--- src/rtl/riscv_defines.sv ---
// Shared typedefs and default constants for the core's memory-side blocks.
package riscv_defines;

    typedef enum logic [1:0] {
        OWN_NONE  = 2'd0,
        OWN_DATA  = 2'd1,
        OWN_FETCH = 2'd2
    } arb_owner_t;

    // Which requester drives the SRAM port this cycle.
    typedef enum logic [1:0] {
        GNT_NONE  = 2'd0,
        GNT_PROG  = 2'd1,
        GNT_DATA  = 2'd2,
        GNT_FETCH = 2'd3
    } arb_gnt_t;

    localparam int STARVE_LIMIT_DEF = 4;

endpackage

--- src/rtl/mem_port_arbiter.sv ---
// Single-port SRAM arbiter: prog > data > fetch, with a fetch anti-starvation
// override, and one-cycle-later read-data routing to the requester that issued it.
module mem_port_arbiter
    import riscv_defines::*;
#(
    parameter int ADDR_W       = 32,
    parameter int STARVE_LIMIT = STARVE_LIMIT_DEF
) (
    input  logic              clk,
    input  logic              start,
    input  logic              prog_req,
    input  logic [ADDR_W-1:0] prog_addr,
    input  logic [31:0]       prog_wdata,
    input  logic              d_req,
    input  logic              d_we,
    input  logic [3:0]        d_be,
    input  logic [ADDR_W-1:0] d_addr,
    input  logic [31:0]       d_wdata,
    output logic              d_gnt,
    output logic              d_stall,
    output logic              d_rvalid,
    output logic [31:0]       d_rdata,
    input  logic              i_req,
    input  logic [ADDR_W-1:0] i_addr,
    output logic              i_gnt,
    output logic              i_stall,
    output logic              i_rvalid,
    output logic [31:0]       i_rdata,
    output logic              mem_en,
    output logic [3:0]        mem_we,
    output logic [ADDR_W-3:0] mem_addr,
    output logic [31:0]       mem_wdata,
    input  logic [31:0]       mem_rdata,
    output arb_owner_t        dbg_owner,
    output logic [3:0]        dbg_starve_cnt
);

    // Handshake: a request is consumed in the cycle its gnt is 1; a stalled
    // requester holds req/addr/data stable. rvalid follows a read gnt by one cycle.

    // STARVE_LIMIT must lie in 1..15 to fit the 4-bit counter.
    localparam logic [3:0] LIMIT = 4'(STARVE_LIMIT);

    arb_owner_t owner;
    logic [3:0] starve_cnt;
    arb_gnt_t   gnt;

    always_comb begin
        gnt = GNT_NONE;
        if (!start)
            gnt = GNT_NONE;
        else if (prog_req)
            gnt = GNT_PROG;
        else if (d_req && i_req)
            gnt = (starve_cnt == LIMIT) ? GNT_FETCH : GNT_DATA;
        else if (d_req)
            gnt = GNT_DATA;
        else if (i_req)
            gnt = GNT_FETCH;
    end

    always_comb begin
        mem_en    = 1'b0;
        mem_we    = 4'h0;
        mem_addr  = '0;
        mem_wdata = 32'h0;
        unique case (gnt)
            GNT_PROG: begin
                mem_en    = 1'b1;
                mem_we    = 4'hF;
                mem_addr  = prog_addr[ADDR_W-1:2];
                mem_wdata = prog_wdata;
            end
            GNT_DATA: begin
                mem_en    = 1'b1;
                mem_we    = d_we ? d_be : 4'h0;
                mem_addr  = d_addr[ADDR_W-1:2];
                mem_wdata = d_wdata;
            end
            GNT_FETCH: begin
                mem_en   = 1'b1;
                mem_addr = i_addr[ADDR_W-1:2];
            end
            default: ;
        endcase
    end

    assign d_gnt   = (gnt == GNT_DATA);
    assign i_gnt   = (gnt == GNT_FETCH);
    assign d_stall = start & d_req & ~d_gnt;
    assign i_stall = start & i_req & ~i_gnt;

    // Outputs are gated by start so nothing leaks out while held in reset.
    assign d_rvalid = start && (owner == OWN_DATA);
    assign i_rvalid = start && (owner == OWN_FETCH);
    assign d_rdata  = d_rvalid ? mem_rdata : 32'h0;
    assign i_rdata  = i_rvalid ? mem_rdata : 32'h0;

    assign dbg_owner      = start ? owner : OWN_NONE;
    assign dbg_starve_cnt = start ? starve_cnt : 4'h0;

    always_ff @(posedge clk) begin
        if (!start) begin
            owner      <= OWN_NONE;
            starve_cnt <= 4'h0;
        end else begin
            if (gnt == GNT_DATA && !d_we)
                owner <= OWN_DATA;
            else if (gnt == GNT_FETCH)
                owner <= OWN_FETCH;
            else
                owner <= OWN_NONE;

            if (gnt == GNT_FETCH)
                starve_cnt <= 4'h0;
            else if (gnt == GNT_DATA && i_req && starve_cnt != LIMIT)
                starve_cnt <= starve_cnt + 4'h1;
        end
    end

    // Word addressing drops the byte-offset bits.
    logic unused_addr_bits;
    assign unused_addr_bits = ^{prog_addr[1:0], d_addr[1:0], i_addr[1:0]};

endmodule

--- config.mk ---
export PLATFORM = sky130hd
export DESIGN_NAME = mem_port_arbiter
export DESIGN_NICKNAME = d
export VERILOG_FILES = /design/src/rtl/riscv_defines.sv /design/src/rtl/mem_port_arbiter.sv
export SDC_FILE = /design/constraint.sdc
export NUM_CORES = 1
export LEC_CHECK = 0
export ABC_AREA = 1
export BUFFER_PORTS_ARGS = -buffer_cell sky130_fd_sc_hd__buf_2
export CAP_MARGIN = 10
export CORE_AREA = 2 2 133 135
export CTS_CLUSTER_SIZE = 24
export DETAILED_ROUTE_END_ITERATION = 10
export DIE_AREA = 0 0 135 137
export PLACE_DENSITY = 0.48
export SETUP_SLACK_MARGIN = 0.2
export SLEW_MARGIN = 20
export SYNTH_ARGS = -nofsm -noshare
export SYNTH_HDL_FRONTEND = slang
export SYNTH_SLANG_ARGS = --single-unit
--- constraint.sdc ---
create_clock -name clk -period 4.45 [get_ports clk]
set_clock_uncertainty 0.1 [all_clocks]
set_input_delay 0.6675 -clock clk [delete_from_list [all_inputs] [get_ports clk]]
set_output_delay 0.6675 -clock clk [all_outputs]
set_load 0.01 [all_outputs]
==> flow_summary.ini <==
[status]
status = finished clean

[logic_synthesis]
syn_area_um2 = 2210
yosys_warnings = 0
synth_area_leaders = nand2_1 (29%), nand3_1 (15%), inv_1 (14%)
synthMuxAreaShare = 0
avgSynthCellArea_um2 = 4.491
synth_compound_area_frac = 0.1059
synth_top_area_frac = 0.2922
synth_cell_types = 21
syn-num-nets = 699
yosysTopAreaCell = nand2_1
synth_seq_cells = 6
synth_fa_ha_area_frac = 0.02831
synth-seq-area-share = 0.05436
synth_top_family_by_area = simple AND/OR/NAND/NOR gates
syn-instance-count = 492
synth-xor-area-share = 0.003964
synthSimpleGateAreaFrac = 0.5849

[worst_setup_path]
cp_max_fo = 19
crit_family = buffers and inverters
cp-start-kind = primary input
r2r-start = starve_cnt[0]
crit-reg2reg-capture = starve_cnt[1]
reg2regPathDepth = 14
cpPeakStageDelay_ns = 0.44
cp_slowest_cell = ha_2
path_cells = buf_2 -> nand2_1 -> inv_1 -> nand2_2 -> o21ai_0 -> ha_2 -> buf_4 -> inv_1 -> a21oi_1 -> buf_2
cp.required_ns = 3.68
timing.critical_path.buf_inv = 5
crit_path_end_kind = output pin
ff2ff_setup_slack_ns = 1.79
cp.arrival_ns = 2.64
critical_path_class = in2out

[die]
io_pins = 345
start_util = 0.1295
fp-row-count = 48
fp.dieH_um = 137
core_area_um2 = 17060
die_x_um = 135
die_area_um2 = 18500

[route]
wl_per_cell_um = 12.44
postRouteAntennaNets = 0
dr.pass1.iters = 4
drt-total-wl_mm = 12.83
vias = 4036
drtIter0Drc = 176
drc = 0
via_per_inst = 3.911

[grt]
grt_usage = 0.1211
grt_start_max_net_pins = 37
grt_pass1_vias = 3445
grt_first_pass_wirelength_mm = 17.75
antenna_found_initial = 2
gr-total-overflow = 0

[pwr]
power_density_nw_per_um2 = 128.9
p_switching_uw = 220.8
seqPwrFrac = 0.106
p_comb_frac = 0.626
ir_drop_uv = 128.9
power.internal_uw = 316.0
power.leakage_nw = 2.904
p_clk_frac = 0.267
p_sw_frac = 0.4114

[min_path]
min_from = starve_cnt[0]
hp-class = reg2reg
hold_path_depth = 1
hold_end = starve_cnt[0]

[layout]
seq_area_um2 = 120.1
nNetsFinal = 1015
drive_gt1_frac = 0.4429
multi_input_area_um2 = 1603
layout-area-overhead-vs-synth_pct = 88.50
nFillCells = 2026

[clock_tree]
clkSlewWorstSetupHoldPaths_ns = 0.03
cts_resized = 0
clk_path_buf_depth = 2
hold_buffers = 0
tritoncts = yes
h-tree-depth = 1
clk_latency_ns = 0.23
cts_sinks = 6
numCtsBuffers = 3
root_buffer = clkbuf_16
post_cts_buffers = 0

[timing]
fmax_ghz = 0.2934
rsz0062_at_grt = false
worst_slack_ns = 1.042
drv_slew = 0
finalSetupViolCount = 0
post-route-period-util = 0.7658
worst_pin_slew_ns = 0.9239
tns_ns = 0
maxSlewHeadroom = 0.3834
hold_viol = 0
fin_crit_ns = 3.408

[place]
post-place-ws_ns = 0.9757
place_congestion = 0.7618
dp_hpwl_mm = 10.71
io_buffers = 338

[run]
cap_violations = 0
[stage by stage]
step | cell area, µm² | power, mW | cells | util | hold slack (ns)
global route | 4163 | 0.5845 | 1031 | 0.2441 | 0.4514
floorplan | 2210 | 0.2262 | 492 | - | 0.3756
detailed placement | 4088 | 0.3974 | 1028 | 0.2397 | 0.4155
CTS | 4163 | 0.5439 | 1031 | 0.2441 | 0.4218
finish | 4165 | 0.5368 | 1032 | 0.2442 | 0.4203
global placement | 4088 | 0.4004 | 1028 | 0.2397 | 0.4130
[layout by cell type (no fill, tap or decap)]
cell type,instances
buf_2,338
nand2_1,172
inv_1,82
nor2_1,74
nand3_1,67
a21oi_1,39
buf_4,8
dfxtp_1,6
o21ai_0,3
ha_1,3
clkbuf_16,3
ha_2,2
diode_2,1
nand2_2,1
nand2_4,1
a21oi_4,1
inv_2,1
nand3_2,1
xor2_1,1
o21bai_1,1
nand4_1,1
buf_12,1
[final cells by class]
class / count / share of cell area
clock buffers: 3 / 0.01802
flip-flops and latches: 6 / 0.02884
well taps: 225 / 0.06759
repair buffers: 347 / 0.4254
diodes: 1 / 0.0006008
multi-input cells: 367 / 0.3848
inverters: 83 / 0.07480
[worst max-delay path by stage]
stage | from | end | slack [ns] | depth (start not counted)
2_1_floorplan | start | mem_addr[11] | 1.46 | 11
3_3_place_gp | start | mem_wdata[0] | 0.94 | 10
3_5_place_dp | start | mem_wdata[0] | 0.98 | 10
4_1_cts | start | mem_wdata[0] | 0.96 | 10
5_1_grt | start | mem_addr[14] | 0.79 | 12
6_report | start | mem_we[0] | 1.04 | 10
[logic make-up (layout without fill, tap and decap cells)]
group | count (synthesis) | after routing
adders and majority gates | 5 | 5
buffers and inverters | 119 | 433
xor gates and xnor gates | 1 | 1
AOI/OAI and AO/OA | 44 | 44
DFF | 6 | 6
other | 0 | 1
and+or+nand+nor | 317 | 317
[synthesized netlist by cell type]
cell type  count
xor2_1         1
a21oi_4        1
a21oi_1       39
nand2_4        1
buf_2          6
dfxtp_1        6
o21ai_0        3
o21bai_1       1
nand2_2        1
inv_2          1
buf_1          2
nand3_2        1
nor2_1        74
ha_1           5
buf_6          3
nand3_1       67
nand4_1        1
clkbuf_1      21
inv_1         82
buf_4          4
nand2_1      172
[power by group through the flow]
stage	clock network [mW]	logic, mW	registers (mW)
floorplan	0	0.169	0.0574
global placement	0	0.343	0.0578
detailed placement	0	0.340	0.0578
CTS	0.146	0.341	0.0570
global route	0.151	0.376	0.0573
finish	0.144	0.336	0.0570
[routing by layer]
layer	global-route usage	wire length [µm]	vias to the layer above	part of all wire
met5	0	0	-	0
met4	0.01042	49	0	0.0038
met3	0.01556	1135	4	0.088
met2	0.2428	6718	223	0.52
met1	0.1408	4929	1703	0.38
li1	-	-	2106	-
[registers in the layout, indices dropped and copies added (netlist names)]
signal and flops:
owner 2, starve_cnt 4
No activity file was read; power rests on OpenSTA's default activity.
